==> src/rtl/mc_control_unit_if.sv <==
// mc_control_unit_if: bundle between the multicycle control unit and its datapath/memory side.
// master: control unit (consumes op/mem_ready/stall, drives strobes, controls, state, trap)
// slave : datapath/memory side (drives op/mem_ready/stall, consumes the controls)
interface mc_control_unit_if #(
    parameter int ALU_OP_W = 2
);
    logic [6:0]          op;
    logic                mem_ready;
    logic                stall;
    logic                pc_write;
    logic                ir_write;
    logic                mem_read;
    logic                mem_write;
    logic                mem_to_reg;
    logic                alu_src;
    logic                reg_write;
    logic                can_branch;
    logic                should_jump;
    logic [ALU_OP_W-1:0] alu_op;
    logic [2:0]          state;
    logic                trap;

    modport master (
        input  op, mem_ready, stall,
        output pc_write, ir_write, mem_read, mem_write, mem_to_reg, alu_src,
               reg_write, can_branch, should_jump, alu_op, state, trap
    );

    modport slave (
        output op, mem_ready, stall,
        input  pc_write, ir_write, mem_read, mem_write, mem_to_reg, alu_src,
               reg_write, can_branch, should_jump, alu_op, state, trap
    );
endinterface

==> src/rtl/mc_control_unit.sv <==
// mc_control_unit: multicycle RV32I control FSM (FETCH/DECODE/EXEC/MEM/WB/TRAP).
// Ports: clk, rst (sync, active-high), bus (mc_control_unit_if.master).
// Outputs are decoded from state and the latched opcode; FETCH/MEM strobes also use mem_ready.
// Optional macro MC_CU_TIMEOUT_EN: traps when a FETCH/MEM wait reaches MEM_TIMEOUT cycles.
module mc_control_unit #(
    parameter int ALU_OP_W    = 2,
    parameter int MEM_TIMEOUT = 15
) (
    input logic               clk,
    input logic               rst,
    mc_control_unit_if.master bus
);
    if (ALU_OP_W < 2 || ALU_OP_W > 4 || MEM_TIMEOUT < 1 || MEM_TIMEOUT > 255) begin : g_bad_param
        $error("mc_control_unit: illegal parameter value");
    end

    localparam logic [6:0] OP_BR   = 7'b1100011;
    localparam logic [6:0] OP_LD   = 7'b0000011;
    localparam logic [6:0] OP_ST   = 7'b0100011;
    localparam logic [6:0] OP_JALR = 7'b1100111;
    localparam logic [6:0] OP_JAL  = 7'b1101111;
    localparam logic [6:0] OP_AI   = 7'b0010011;
    localparam logic [6:0] OP_AR   = 7'b0110011;
    localparam logic [6:0] OP_AUI  = 7'b0010111;
    localparam logic [6:0] OP_LUI  = 7'b0110111;

    typedef enum logic [2:0] {FETCH = 3'd0, DECODE = 3'd1, EXEC = 3'd2, MEM = 3'd3, WB = 3'd4, TRAP = 3'd5} state_t;

    state_t     st;
    logic [6:0] op_q;
    logic       tmo;
    logic       is_br, is_ld, is_st, is_jp, is_ai, is_ar, is_lu;
    logic       run, go;

    function automatic logic legal_op(input logic [6:0] o);
        return o inside {OP_BR, OP_LD, OP_ST, OP_JALR, OP_JAL, OP_AI, OP_AR, OP_AUI, OP_LUI};
    endfunction

    assign is_br = op_q == OP_BR;
    assign is_ld = op_q == OP_LD;
    assign is_st = op_q == OP_ST;
    assign is_jp = op_q == OP_JAL || op_q == OP_JALR || op_q == OP_AUI;
    assign is_ai = op_q == OP_AI;
    assign is_ar = op_q == OP_AR;
    assign is_lu = op_q == OP_LUI;

`ifdef MC_CU_TIMEOUT_EN
    logic [7:0] wcnt;
    logic       waiting;
    assign waiting = (st == FETCH || st == MEM) && !bus.stall && !bus.mem_ready;
    assign tmo     = waiting && wcnt >= 8'(MEM_TIMEOUT);
    // Stalls freeze the count; any other non-waiting cycle is a phase exit and clears it.
    always_ff @(posedge clk) begin
        if (rst || (!waiting && !bus.stall))
            wcnt <= '0;
        else if (waiting)
            wcnt <= wcnt + 8'd1;
    end
`else
    assign tmo = 1'b0;
`endif

    // Unused encodings 6/7 fall into the default arm and reach TRAP even under stall.
    always_ff @(posedge clk) begin
        if (rst) begin
            st   <= FETCH;
            op_q <= '0;
        end else if (!bus.stall || st > WB) begin
            case (st)
                FETCH:   st <= bus.mem_ready ? DECODE : tmo ? TRAP : FETCH;
                DECODE: begin
                    op_q <= bus.op;
                    st   <= legal_op(bus.op) ? EXEC : TRAP;
                end
                EXEC:    st <= is_br ? FETCH : (is_ld || is_st) ? MEM : WB;
                MEM:     st <= bus.mem_ready ? (is_ld ? WB : FETCH) : tmo ? TRAP : MEM;
                WB:      st <= FETCH;
                default: st <= TRAP;
            endcase
        end
    end

    assign run = !rst;
    assign go  = !rst && !bus.stall;

    assign bus.mem_read    = run && (st == FETCH || (st == MEM && is_ld));
    assign bus.ir_write    = go && st == FETCH && bus.mem_ready;
    assign bus.pc_write    = go && st == FETCH && bus.mem_ready;
    assign bus.mem_write   = go && st == MEM && is_st;
    assign bus.mem_to_reg  = run && st == WB && is_ld;
    assign bus.reg_write   = go && st == WB;
    assign bus.alu_src     = run && st == EXEC && (is_ld || is_st || is_jp || is_ai || is_lu);
    assign bus.can_branch  = run && st == EXEC && is_br;
    assign bus.should_jump = run && st == EXEC && is_jp;
    assign bus.alu_op      = ALU_OP_W'((run && st == EXEC) ? (is_br ? 2'b01 : is_ar ? 2'b10 : is_ai ? 2'b11 : 2'b00) : 2'b00);
    assign bus.state       = run ? st : 3'd0;
    assign bus.trap        = run && st == TRAP;
endmodule

==> src/flat_wrapper.sv <==
// flat-port wrapper written by rule: the top's interface ports become plain ports
module mc_control_unit_flat 
#(
    parameter int ALU_OP_W    = 2,
    parameter int MEM_TIMEOUT = 15
)
  (clk, rst, bus_op, bus_mem_ready, bus_stall, bus_pc_write, bus_ir_write, bus_mem_read, bus_mem_write, bus_mem_to_reg, bus_alu_src, bus_reg_write, bus_can_branch, bus_should_jump, bus_alu_op, bus_state, bus_trap);
  mc_control_unit_if #(.ALU_OP_W(ALU_OP_W)) bus_i ();
  input logic clk;
  input logic rst;
  input wire logic [$bits(bus_i.op)-1:0] bus_op;
  input wire logic [$bits(bus_i.mem_ready)-1:0] bus_mem_ready;
  input wire logic [$bits(bus_i.stall)-1:0] bus_stall;
  output wire logic [$bits(bus_i.pc_write)-1:0] bus_pc_write;
  output wire logic [$bits(bus_i.ir_write)-1:0] bus_ir_write;
  output wire logic [$bits(bus_i.mem_read)-1:0] bus_mem_read;
  output wire logic [$bits(bus_i.mem_write)-1:0] bus_mem_write;
  output wire logic [$bits(bus_i.mem_to_reg)-1:0] bus_mem_to_reg;
  output wire logic [$bits(bus_i.alu_src)-1:0] bus_alu_src;
  output wire logic [$bits(bus_i.reg_write)-1:0] bus_reg_write;
  output wire logic [$bits(bus_i.can_branch)-1:0] bus_can_branch;
  output wire logic [$bits(bus_i.should_jump)-1:0] bus_should_jump;
  output wire logic [$bits(bus_i.alu_op)-1:0] bus_alu_op;
  output wire logic [$bits(bus_i.state)-1:0] bus_state;
  output wire logic [$bits(bus_i.trap)-1:0] bus_trap;
  assign bus_i.op = bus_op;
  assign bus_i.mem_ready = bus_mem_ready;
  assign bus_i.stall = bus_stall;
  assign bus_pc_write = bus_i.pc_write;
  assign bus_ir_write = bus_i.ir_write;
  assign bus_mem_read = bus_i.mem_read;
  assign bus_mem_write = bus_i.mem_write;
  assign bus_mem_to_reg = bus_i.mem_to_reg;
  assign bus_alu_src = bus_i.alu_src;
  assign bus_reg_write = bus_i.reg_write;
  assign bus_can_branch = bus_i.can_branch;
  assign bus_should_jump = bus_i.should_jump;
  assign bus_alu_op = bus_i.alu_op;
  assign bus_state = bus_i.state;
  assign bus_trap = bus_i.trap;
  mc_control_unit #(.ALU_OP_W(ALU_OP_W), .MEM_TIMEOUT(MEM_TIMEOUT)) u_core (.clk(clk), .rst(rst), .bus(bus_i));
endmodule
==> config.mk <==
export PLATFORM = sky130hd
export DESIGN_NAME = mc_control_unit_flat
export DESIGN_NICKNAME = d
export VERILOG_FILES = /design/src/rtl/mc_control_unit_if.sv /design/src/rtl/mc_control_unit.sv /design/src/flat_wrapper.sv
export SDC_FILE = /design/constraint.sdc
export NUM_CORES = 1
export LEC_CHECK = 0
export ABC_CLOCK_PERIOD_IN_PS = 2000
export BUFFER_PORTS_ARGS = -buffer_cell sky130_fd_sc_hd__clkbuf_2
export CAP_MARGIN = 30
export CORE_MARGIN = 2
export CORE_UTILIZATION = 40
export CTS_CLUSTER_DIAMETER = 80
export DETAILED_ROUTE_END_ITERATION = 8
export PLACE_DENSITY_LB_ADDON = 0.05
export SLEW_MARGIN = 25
export SYNTH_ARGS = -nofsm -noshare
export SYNTH_HDL_FRONTEND = slang
export SYNTH_SLANG_ARGS = --single-unit
==> constraint.sdc <==
create_clock -name clk -period 2 [get_ports clk]
set_clock_uncertainty 0.1 [all_clocks]
set_input_delay 0.2 -clock clk [delete_from_list [all_inputs] [get_ports clk]]
set_output_delay 0.2 -clock clk [all_outputs]
set_load 0.1 [all_outputs]
==> summary.md <==
| Metric | Value |
|---|---|
| Hold slack | 91.3 ps |
| Chip Width | 47.9 microns |
| Seq cells post-synth | 10 |
| Largest area contributor in the synthesized netlist | dfxtp_1 |
| Antenna violations before repair | 0 |
| All-Layer GR Usage | 21.1% |
| DRT Wirelength | 2.03 mm |
| Vias in the first global route | 778 |
| Combinational cell fraction of total power | 39.0% |
| Most frequent CP cell | or3_4 |
| Clock Latency Late Sink | 270 ps |
| Combinational family with the most area after synthesis | simple AND/OR/NAND/NOR gates |
| Ys async rst share | 0% |
| Worst Path Max Fanout | 2 |
| Port bufs | 25 |
| CP delay by family, top | simple AND/OR/NAND/NOR gates |
| Hold Crit Depth | 3 |
| Adder-Cell Fraction of Synth Area | 0% |
| I/O pin count | 26 |
| Clk pwr share | roughly a quarter |
| Simple-gate portion of the synthesized area | 37.2% |
| Drt pass-1 iters | 4 |
| Routed vias | approximately 880 |
| Internal Power | 0.376 mW |
| # clock sinks | 10 |
| Sw frac | 39.3% |
| Final Hold Fails | 0 |
| Antenna Nets Post-Route | 0 |
| CP bufs+invs | 1 |
| Critical path's slowest cell | or3_4 |
| Clock slew at reported path FFs | roughly 70 ps |
| Largest net degree at the start of global routing | 12 |
| Cell Rows | 15 |
| Sw power | 0.243 mW |
| Share of cells above drive strength 1 | about half |
| R2R cell count | 5 |
| Yosys top cell area share | between 20% and 30% |
| Fmax | approximately 0.44 GHz |
| Most used DFF post-synth | dfxtp_1 |
| Cts hold-fix bufs | 0 |
| Core ar. | around 1800 sq um |
| Leak | 0.501 nW |
| Routability-driven placement congestion ratio | ~0.83 |
| RSZ-0062 raised after global routing | true |
| CP peak stage delay | 370 ps |
| Crit end category | primary output |
| FF-to-FF setup slack | around 370 ps |
| Final critical-path setup slack | -264 ps |
| GRT overflow | 0 |
| Status | finished with violations |
| Area of the die | 2290 sq um |
| CTS Buffer Depth | 2 |
| YS warnings | 0 |
| Total CTS buffers | 3 |
| First-pass GRT wire length | 3.42 mm |
| Endpoints failing setup | 4 |
| Area Growth Syn to Fin | 70.6% |
| ANT cells | 0 |
| Post-Syn Area | 771 sq um |
| Worst EP required | 1700 ps |
| Nets@finish | 147 |
| H-tree Lvls | 1 |
| Mapped Cells | between 100 and 150 |
| Maximum vdd drop | between 300 and 400 uV |
| Crit path from | u_core.op_q[2] |
| R2r endpoint | u_core.st[1] |
| Dpl hpwl | around 1.6 mm |
| Data arrival, critical path | 1960 ps |
| Unique masters post-synth | 34 |
| Worst-margin pin slew | roughly 540 ps |
| Synth Area in XOR/XNOR | 0% |
| Iteration-0 DRC Markers | 30 |
| Post-synthesis sequential area ratio | roughly 26% |
| Max cap viols | 0 |
| Worst slew margin | 64.0% |
| CTS tree | done |
| Mux cell area share after synthesis | a little over a tenth |
| Min-delay src | bus_op[0] |
| Crit start category | register |
| Critical R2R Launch | u_core.op_q[2] |
| Tmin final | 2260 ps |
| Total power draw | slightly above 0.6 mW |
| Initial core utilization | 43.7% |
| TNS Setup | -623 ps |
| Hold Crit Class | input port to register |
| Crit Path Category | register to primary output |
| Via-to-Cell Ratio | 5.51 |
| Mean Syn Cell Area | 7.56 sq um |
| Number of flops mapped to enable cells by yosys | 0 |
| Reg power frac | approximately 37% |
| Compound-Gate Fraction of Synth Area | 18.0% |
| Hold endpoint | u_core.op_q[0] |
| Ranking of synthesized cells by area | dfxtp_1 (26%), nor2_1 (9.3%), mux2i_1 (9.1%) |
| DRC viols | 0 |
| DR WL/cell | 12.7 microns |
| Failing checks | negative setup slack |
| Die H | 47.9 microns |
| Synthesized Nets | between 100 and 150 |
| CTS Root Cell | clkbuf_4 |
| Slew Limit Fails | 0 |
| Critical-path cell list | or3_4, or3_4, or3_4, a21oi_4, buf_12 |
| Tcrit/Tclk final | 113% |
| Power per cell area | 471 nW/um^2 |
logic make-up after synthesis:
family	Yosys count
AOI/OAI and AO/OA	20
buffers and inverters	10
and+or+nand+nor	54
DFF	10
muxes	8
worst reg2reg max path, cell delays in order (launching register included):
cell and delay [ps]:
dfxtp_2 320, or3_4 370, buf_4 150, nor3_1 210
a221oi_1 140, a221oi_1 240
registers in the layout, summed over array words and instances (netlist names):
name         flops
u_core.st        3
u_core.op_q      7
area by class of cell:
class / instances / area (sq um)
multi-input combinational: 82 / 658
fill: 149 / 449
timing repair buffer: 35 / 374
sequential: 10 / 208
tap: 25 / 31.3
clock buffer: 4 / 26.3
inverter: 4 / 17.5
power by group through the flow:
stage | registers, mW | logic (mW) | clock network [mW]
after floorplan | 0.225 | 0.183 | 0
after global placement | 0.231 | 0.232 | 0
after detailed placement | 0.231 | 0.234 | 0
after CTS | 0.227 | 0.237 | 0.155
after global routing | 0.230 | 0.259 | 0.158
final | 0.228 | 0.241 | 0.150
per-stage QoR:
step                      utilization, %  cell area, sq um  setup slack, ps  instances
after detailed placement            71.3              1260             15.2        155
after global routing                74.5              1320             -312        160
after CTS                           73.4              1290             -278        160
final                               74.5              1320             -264        160
after floorplan                        -               926             -836        102
after global placement              71.3              1260             22.7        155
worst max path at each step:
stage	to	slack, ps	cells after the start
after floorplan	bus_alu_op[0]	-840	4
after global placement	bus_mem_read	20	5
after detailed placement	bus_mem_read	20	5
after CTS	bus_mem_read	-280	5
after global routing	bus_mem_read	-310	5
final	bus_mem_read	-260	5
cells in the mapped netlist (2+ instances only):
cell type  count
nand2_1        8
mux2i_1        7
nand3_1        2
inv_1          4
a221oi_1       2
nor3_1         6
or3_4          2
nor2_1        19
a21oi_1        5
nor2b_1        2
nand2b_1       4
a32oi_1        2
buf_6          3
nor4_1         3
dfxtp_1       10
clkbuf_1       2
o21ai_0        3
o211ai_1       2
cells in the final DEF (no fill, tap or decap), drive strengths merged, types with 3 or more instances in the layout:
| cell | count |
|---|---|
| nand2b | 4 |
| dfxtp | 10 |
| nand2 | 8 |
| nor4 | 3 |
| clkbuf | 16 |
| or3 | 3 |
| a21oi | 5 |
| nor3 | 7 |
| buf | 23 |
| nor2 | 19 |
| inv | 4 |
| mux2i | 7 |
| o21ai | 3 |
what timing repair did:
item                       in CTS  in global routing
setup endpoints to repair       5                  7
buffers inserted                1                  0
resized for setup               1                  8
pin swaps                       1                  4
metal layers:
metal | up-vias | part of all wire (%) | global-route usage, %
met1 | 393 | 45 | 28.2
met3 | 8 | 6.7 | 2.26
met4 | 0 | 3.4 | 14.1
met5 | - | 0 | 0
met2 | 42 | 45 | 32.0
li1 | 438 | - | -
Power figures use the tool's default switching activity.
